<file path="src/rtl/multicycle_seq_ctrl.sv">
// rtl/multicycle_seq_ctrl.sv - multi-cycle instruction sequencer with MEM wait/timeout and counters
// Optional single-step PAUSE state: define SEQ_SINGLE_STEP_EN.
module multicycle_seq_ctrl #(
    parameter int                  OPCODE_W    = 6,
    parameter logic [OPCODE_W-1:0] HALT_OPCODE = OPCODE_W'(6'b100100),
    parameter int                  MEM_TIMEOUT = 15,
    parameter int                  CNT_W       = 32
) (
    input  logic                clk,
    input  logic                reset,
    input  logic [OPCODE_W-1:0] opcode,
    input  logic                updPc,
    input  logic                wr_reg,
    input  logic                rdMem,
    input  logic                wrMem,
    input  logic                stall,
    input  logic                mem_ready,
    input  logic                step,
    output logic                ir_load,
    output logic                upd_pc_en,
    output logic                wr_reg_en,
    output logic                rd_mem_en,
    output logic                wr_mem_en,
    output logic [2:0]          state,
    output logic                halted,
    output logic                error,
    output logic [CNT_W-1:0]    cycle_count,
    output logic [CNT_W-1:0]    retired_count
);

    typedef enum logic [2:0] {
        S_FETCH     = 3'd0,
        S_DECODE    = 3'd1,
        S_EXECUTE   = 3'd2,
        S_MEM       = 3'd3,
        S_WRITE_OUT = 3'd4,
        S_HALT      = 3'd5,
        S_ERROR     = 3'd6,
        S_PAUSE     = 3'd7
    } state_t;

    localparam int WAIT_W = (MEM_TIMEOUT > 0) ? $clog2(MEM_TIMEOUT + 1) : 1;

    state_t             state_q;
    logic [WAIT_W-1:0]  wait_q;
    logic [CNT_W-1:0]   cycle_q;
    logic [CNT_W-1:0]   retired_q;
    logic               count_en;
    logic               timeout_hit;

`ifndef SEQ_SINGLE_STEP_EN
    logic unused_step;
    assign unused_step = step;
`endif

    assign count_en    = (state_q != S_HALT) && (state_q != S_ERROR) && (state_q != S_PAUSE);
    // This not-ready cycle is the MEM_TIMEOUT-th consecutive one.
    assign timeout_hit = (MEM_TIMEOUT != 0) && ((32'(wait_q) + 32'd1) == 32'(MEM_TIMEOUT));

    always_ff @(posedge clk) begin
        if (reset) begin
            state_q   <= S_FETCH;
            wait_q    <= '0;
            cycle_q   <= '0;
            retired_q <= '0;
        end else begin
            if (count_en && (cycle_q != {CNT_W{1'b1}})) begin
                cycle_q <= cycle_q + 1'b1;
            end
            case (state_q)
                S_FETCH: begin
                    if (!stall) state_q <= S_DECODE;
                end
                S_DECODE: state_q <= S_EXECUTE;
                S_EXECUTE: begin
                    wait_q <= '0;
                    if (opcode == HALT_OPCODE)  state_q <= S_HALT;
                    else if (rdMem || wrMem)    state_q <= S_MEM;
                    else                        state_q <= S_WRITE_OUT;
                end
                S_MEM: begin
                    if (mem_ready) begin
                        state_q <= S_WRITE_OUT;
                        wait_q  <= '0;
                    end else begin
                        wait_q <= wait_q + 1'b1;
                        if (timeout_hit) state_q <= S_ERROR;
                    end
                end
                S_WRITE_OUT: begin
                    if (retired_q != {CNT_W{1'b1}}) retired_q <= retired_q + 1'b1;
`ifdef SEQ_SINGLE_STEP_EN
                    state_q <= S_PAUSE;
`else
                    state_q <= S_FETCH;
`endif
                end
                S_HALT:  state_q <= S_HALT;
                S_ERROR: state_q <= S_ERROR;
                default: begin
`ifdef SEQ_SINGLE_STEP_EN
                    if (step) state_q <= S_FETCH;
`else
                    state_q <= S_FETCH;
`endif
                end
            endcase
        end
    end

    // Raw strobes reach the datapath only in their owning state, never during reset.
    always_comb begin
        ir_load   = 1'b0;
        upd_pc_en = 1'b0;
        wr_reg_en = 1'b0;
        rd_mem_en = 1'b0;
        wr_mem_en = 1'b0;
        if (!reset) begin
            case (state_q)
                S_FETCH: ir_load = !stall;
                S_MEM: begin
                    rd_mem_en = rdMem;
                    wr_mem_en = wrMem;
                end
                S_WRITE_OUT: begin
                    upd_pc_en = updPc;
                    wr_reg_en = wr_reg;
                end
                default: ;
            endcase
        end
    end

    assign state         = state_q;
    assign halted        = (state_q == S_HALT);
    assign error         = (state_q == S_ERROR);
    assign cycle_count   = cycle_q;
    assign retired_count = retired_q;

endmodule

</file>
<file path="config.mk">
export PLATFORM = sky130hd
export DESIGN_NAME = multicycle_seq_ctrl
export DESIGN_NICKNAME = d
export VERILOG_FILES = /design/src/rtl/multicycle_seq_ctrl.sv
export SDC_FILE = /design/constraint.sdc
export NUM_CORES = 1
export LEC_CHECK = 0
export CORE_AREA = 2 2 90 92
export DETAILED_ROUTE_END_ITERATION = 16
export DIE_AREA = 0 0 92 94
export PLACE_DENSITY = 0.83
export SYNTH_ARGS = -nofsm -noshare
export SYNTH_HDL_FRONTEND = slang
export SYNTH_SLANG_ARGS = --single-unit
</file>
<file path="constraint.sdc">
create_clock -name clk -period 2.8 [get_ports clk]
set_input_delay 0.56 -clock clk [delete_from_list [all_inputs] [get_ports clk]]
set_output_delay 0.56 -clock clk [all_outputs]
set_load 0.01 [all_outputs]
</file>
Word-level counts from Yosys, hierarchy flattened
Index checks and enable logic that the tools add are counted.
{ "totals": {"register_bits": 71, "latch_bits": 0, "ramBits": 0, "rom_bits": 0, "in_bits": 15, "out_inout_bits": 74, "elab_cells": 50, "mem_count": 0} }
{ "classes": {"addsub": 4, "mul": 0, "div_mod_pow": 0, "order_cmp": 0, "n_eq_ne": 15, "shifts": 0, "n_mux": 18, "n_bitwise": 0, "n_reduce_logical": 9} }
{ "ops": {"columns": ["cell", "n"], "rows": [
  ["adder 32 x 1 -> 32 bit (second input constant)", 2],
  ["!= test 32 bit (second input constant)", 2],
  ["one-hot mux 3 bit (6 select lines)", 1],
  ["two-way mux 3 bit", 5],
  ["!= test 3 bit (second input constant)", 4],
  ["two-way mux 1 bit", 10],
  ["== test 3 bit (second input constant)", 3],
  ["one-hot mux 4 bit (2 select lines)", 1],
  ["== test 3 x 2 -> 1 bit (second input constant)", 2],
  ["== test 6 bit (second input constant)", 1],
  ["adder 4 x 1 -> 5 bit (second input constant)", 1],
  ["== test 5 x 4 -> 1 bit (second input constant)", 1],
  ["adder 4 x 1 -> 4 bit (second input constant)", 1],
  ["two-way mux 4 bit", 1],
  ["AND reduction 2 bit", 2],
  ["== test 3 x 1 -> 1 bit (second input constant)", 1],
  ["logical AND 1 bit", 3],
  ["zero test 3 bit", 1],
  ["!= test 2 bit (second input constant)", 1],
  ["nonzero test 2 bit", 1],
  ["zero test 1 bit", 1],
  ["logical OR 1 bit", 1]
]} }

Depth between registers and ports, before layout
{ "depth": {"depth_word": 5, "depth_mapped": 7, "depth_no_buf": 6} }

Least setup slack after synthesis
Ideal clock, no wire load.
{ "synth_path": {"path_type": "register -> register", "from": "register state_q[2], in the netlist state[2]", "to": "register retired_q[26], in the netlist retired_count[26]", "setup_time_ns": 0.070, "t_arrival_ns": 2.254, "required_ns": 2.730, "path_slack_ns": 0.476, "path_stages_with_launch": 7, "path_buffers": 1, "synth_period_minus_slack_ns": 2.324, "path_cell_list": "dfxtp_1 or3b_4 or3_1 buf_2 or4_4 or3_1 a21oi_1"} }
{ "synth_between": {"elab_chain_len": 2} }
{ "synth_lines": {"columns": ["item", "line", "source"], "rows": [
  ["from (decl)", "44", "state_t state_q;"],
  ["from (signal assigned)", "62", "state_q <= S_FETCH;"],
  ["from (signal assigned)", "72", "if (!stall) state_q <= S_DECODE;"],
  ["from (signal assigned)", "74", "S_DECODE: state_q <= S_EXECUTE;"],
  ["== test 3 bit", "70", "case (state_q)"],
  ["AND reduction 2 bit (no line)", null, null],
  ["to (signal assigned)", "91", "if (retired_q != {CNT_W{1'b1}}) retired_q <= retired_q + 1'b1;"],
  ["to (decl)", "47", "logic [CNT_W-1:0] retired_q;"]
]} }
No other way between the ends.
A chain may end at the register's enable or synchronous reset.

Worst setup path after layout
{ "layout_path": {"from": "register state_q[2], in the netlist state[2]", "to": "output rd_mem_en"} }
{ "layout_between": {"elab_chain_len": 3} }
{ "layout_lines": {"columns": ["item", "line", "source"], "rows": [
  ["== test 3 x 2 -> 1 bit", "119", "case (state_q)"],
  ["two-way mux 1 bit", "119", null],
  ["two-way mux 1 bit", "118", "if (!reset) begin"],
  ["to (decl)", "22", "output logic rd_mem_en,"]
]} }
No other way between the ends.

==> impl_metrics.py <==
metrics = {
    "outcome": {
        "outcome": "finished, final reports clean",
    },
    "power": {
        "power.density_mw_per_mm2": 418,
        "p_leak_nw": 1.57,
        "ir_drop_v": 0.000346,
    },
    "final_layout": {
        "syn_to_final_growth_pct": 33.4,
        "diodes": 0,
        "final_nets": 569,
        "final_common_cell": "clkdlybuf4s50_1",
        "layout_common_cells": "clkdlybuf4s50_1 (86), dfxtp_1 (71), nor2_1 (48)",
        "final_core_util": 0.656,
        "drive_gt1_frac": 0.0829,
    },
    "sta": {
        "hold_slack_ns": 0.502,
        "fmax_mhz": 386,
        "rsz0062_at_grt": "false",
        "finClkSkew_ns": 0.00733,
        "finalHoldViolations": 0,
        "slew_violations": 0,
        "setup_tns_ns": 0,
        "finalCritPeriodShare": 0.924,
        "layout_min_cycle_time_ns": 2.59,
        "setup_viol": 0,
        "relSlewSlack": 0.465,
        "tightest_slew_ns": 0.803,
    },
    "worst_setup_path": {
        "cp_max_fo": 11,
        "start_kind": "register",
        "path_class": "reg2out",
        "end_kind": "output port",
        "required_ns": 2.24,
        "worstPathArrival_ns": 2.03,
    },
    "cts": {
        "numCtsBuffers": 9,
        "hold_buffers": 0,
        "path_clk_slew_ns": 0.08,
        "post_cts_buffers": 0,
        "cts_root_buf": "clkbuf_8",
        "cts_resized": 0,
        "clk_latency_ns": 0.34,
        "htree_levels": 3,
        "cts_sinks": 71,
        "cts.path.max_buffers": 2,
        "cts_tree": "built",
    },
    "synthesis": {
        "yosys_warnings": 0,
        "synth_top_cell_by_area": "dfxtp_1",
        "synth_cell_type_count": 52,
        "synth_cells": 459,
        "synth_area_leaders": "dfxtp_1 (38%), a21oi_1 (5.3%), nor2_1 (4.8%)",
        "avgSynthCellArea_um2": 8.16,
        "synth_ff_type": "dfxtp_1",
        "synth_top_area_frac": 0.380,
        "async_flop_share": 0,
        "synth_fp_nets": 478,
        "yosysSeqAreaShare": 0.380,
        "netlist_area_mm2": 0.00374,
        "synth_enable_flop_cells": 0,
        "ys_ff_latch": 71,
    },
    "grt": {
        "overflow": 0,
        "grt_pass1_wl_um": 15600,
        "antenna_found_initial": 0,
        "grt_pass1_vias": 3451,
        "grt_max_degree": 83,
        "grtUsageTotal": 0.219,
    },
    "floorplan": {
        "die_area_mm2": 0.00865,
        "io_pins": 89,
        "die_w_um": 92,
        "die-height_um": 94,
        "row_count": 32,
        "core_mm2": 0.00761,
        "start_util": 0.492,
    },
    "drt": {
        "drt-initial-drc-count": 199,
        "wire_per_inst_um": 14.2,
        "drc": 0,
        "ant_nets": 0,
        "dr.pass1.iters": 4,
        "vias": 3826,
        "viasPerCell": 5.82,
        "drt-total-wl_um": 9350,
    },
    "run": {
        "drv_cap": 0,
    },
    "placement": {
        "gp_congestion": 0.864,
        "port_buffers": 87,
        "dp_hpwl_um": 6600,
    },
    "worst_hold_path": {
        "hp-class": "reg2reg",
    },
}
## flip-flops by register name, summed over array words and instances (netlist names)
signal         count
retired_count     32
wait_q             4
state              3
cycle_count       32
## kinds of logic after synthesis
group | count (synthesis) | share of synthesized area
simple gates | 220 | 0.327
flops | 71 | 0.380
buf+inv | 34 | 0.0348
fa+ha+maj | 4 | 0.0134
mux | 13 | 0.0381
xor+xnor | 17 | 0.0398
compound gates | 100 | 0.167
## per-stage QoR
| step | power, mW | setup slack, ns | instance area, um2 | cells |
|---|---|---|---|---|
| floorplan | 1.12 | 0.476 | 3740 | 459 |
| global placement | 1.17 | 0.243 | 4760 | 641 |
| detailed placement | 1.17 | 0.209 | 4760 | 641 |
| CTS | 2.11 | 0.193 | 4990 | 657 |
| global route | 2.17 | 0.108 | 4990 | 657 |
| finish | 2.08 | 0.212 | 4990 | 657 |
## per-layer routing
metal / wire length [um] / GRT usage
met1: 4210 / 0.276
met2: 4540 / 0.376
met3: 507 / 0.0490
met4: 86 / 0.0672
met5: 0 / 0
## cells in the mapped netlist, drive strengths merged, types with 2 or more instances
cell	count
a2111oi	2
a211oi	4
a21oi	40
a311oi	2
a31o	3
a31oi	3
and3	5
and4	4
buf	2
clkbuf	19
dfxtp	71
ha	4
inv	13
mux2	10
mux2i	3
nand2	29
nand2b	5
nand3	27
nand3b	2
nand4	15
nor2	48
nor2b	11
nor3	7
nor3b	3
nor4	15
nor4b	7
o211ai	3
o21a	2
o21ai	23
o31ai	12
or2	2
or3	22
or4	15
xnor2	10
xor2	7
## power breakdown
group | switching [mW] | internal (mW) | total, mW
sequential | 0.00944 | 1.02 | 1.03
clock | 0.385 | 0.549 | 0.933
combinational | 0.0674 | 0.0571 | 0.124
total | 0.461 | 1.62 | 2.08
## final timing paths
| kind | depth (start not counted) | end | slack (ns) | startpoint |
|---|---|---|---|---|
| worst max register to register | 5 | retired_count[26] | 0.37 | retired_count[13] |
| worst min register to register | 2 | cycle_count[15] | 0.50 | cycle_count[15] |
| worst min-delay path | 2 | cycle_count[15] | 0.50 | cycle_count[15] |
| worst max-delay path | 4 | rd_mem_en | 0.21 | state[2] |
## layout make-up
cell class,count,area [um2]
Fill cell,633,2620
Inverter,13,48.8
Tap cell,102,128
Clock inverter,5,80.1
Sequential cell,71,1420
Clock buffer,11,151
Timing Repair Buffer,101,971
Multi-Input combinational cell,354,2190
## worst max-delay path, cell delays in order, from the launching register on
cell             delay (ns)
dfxtp_1                0.31
buf_4                  0.17
nand2b_1               0.28
nor4b_1                0.33
clkdlybuf4s50_1        0.60
(Power assumes the default switching activity.)
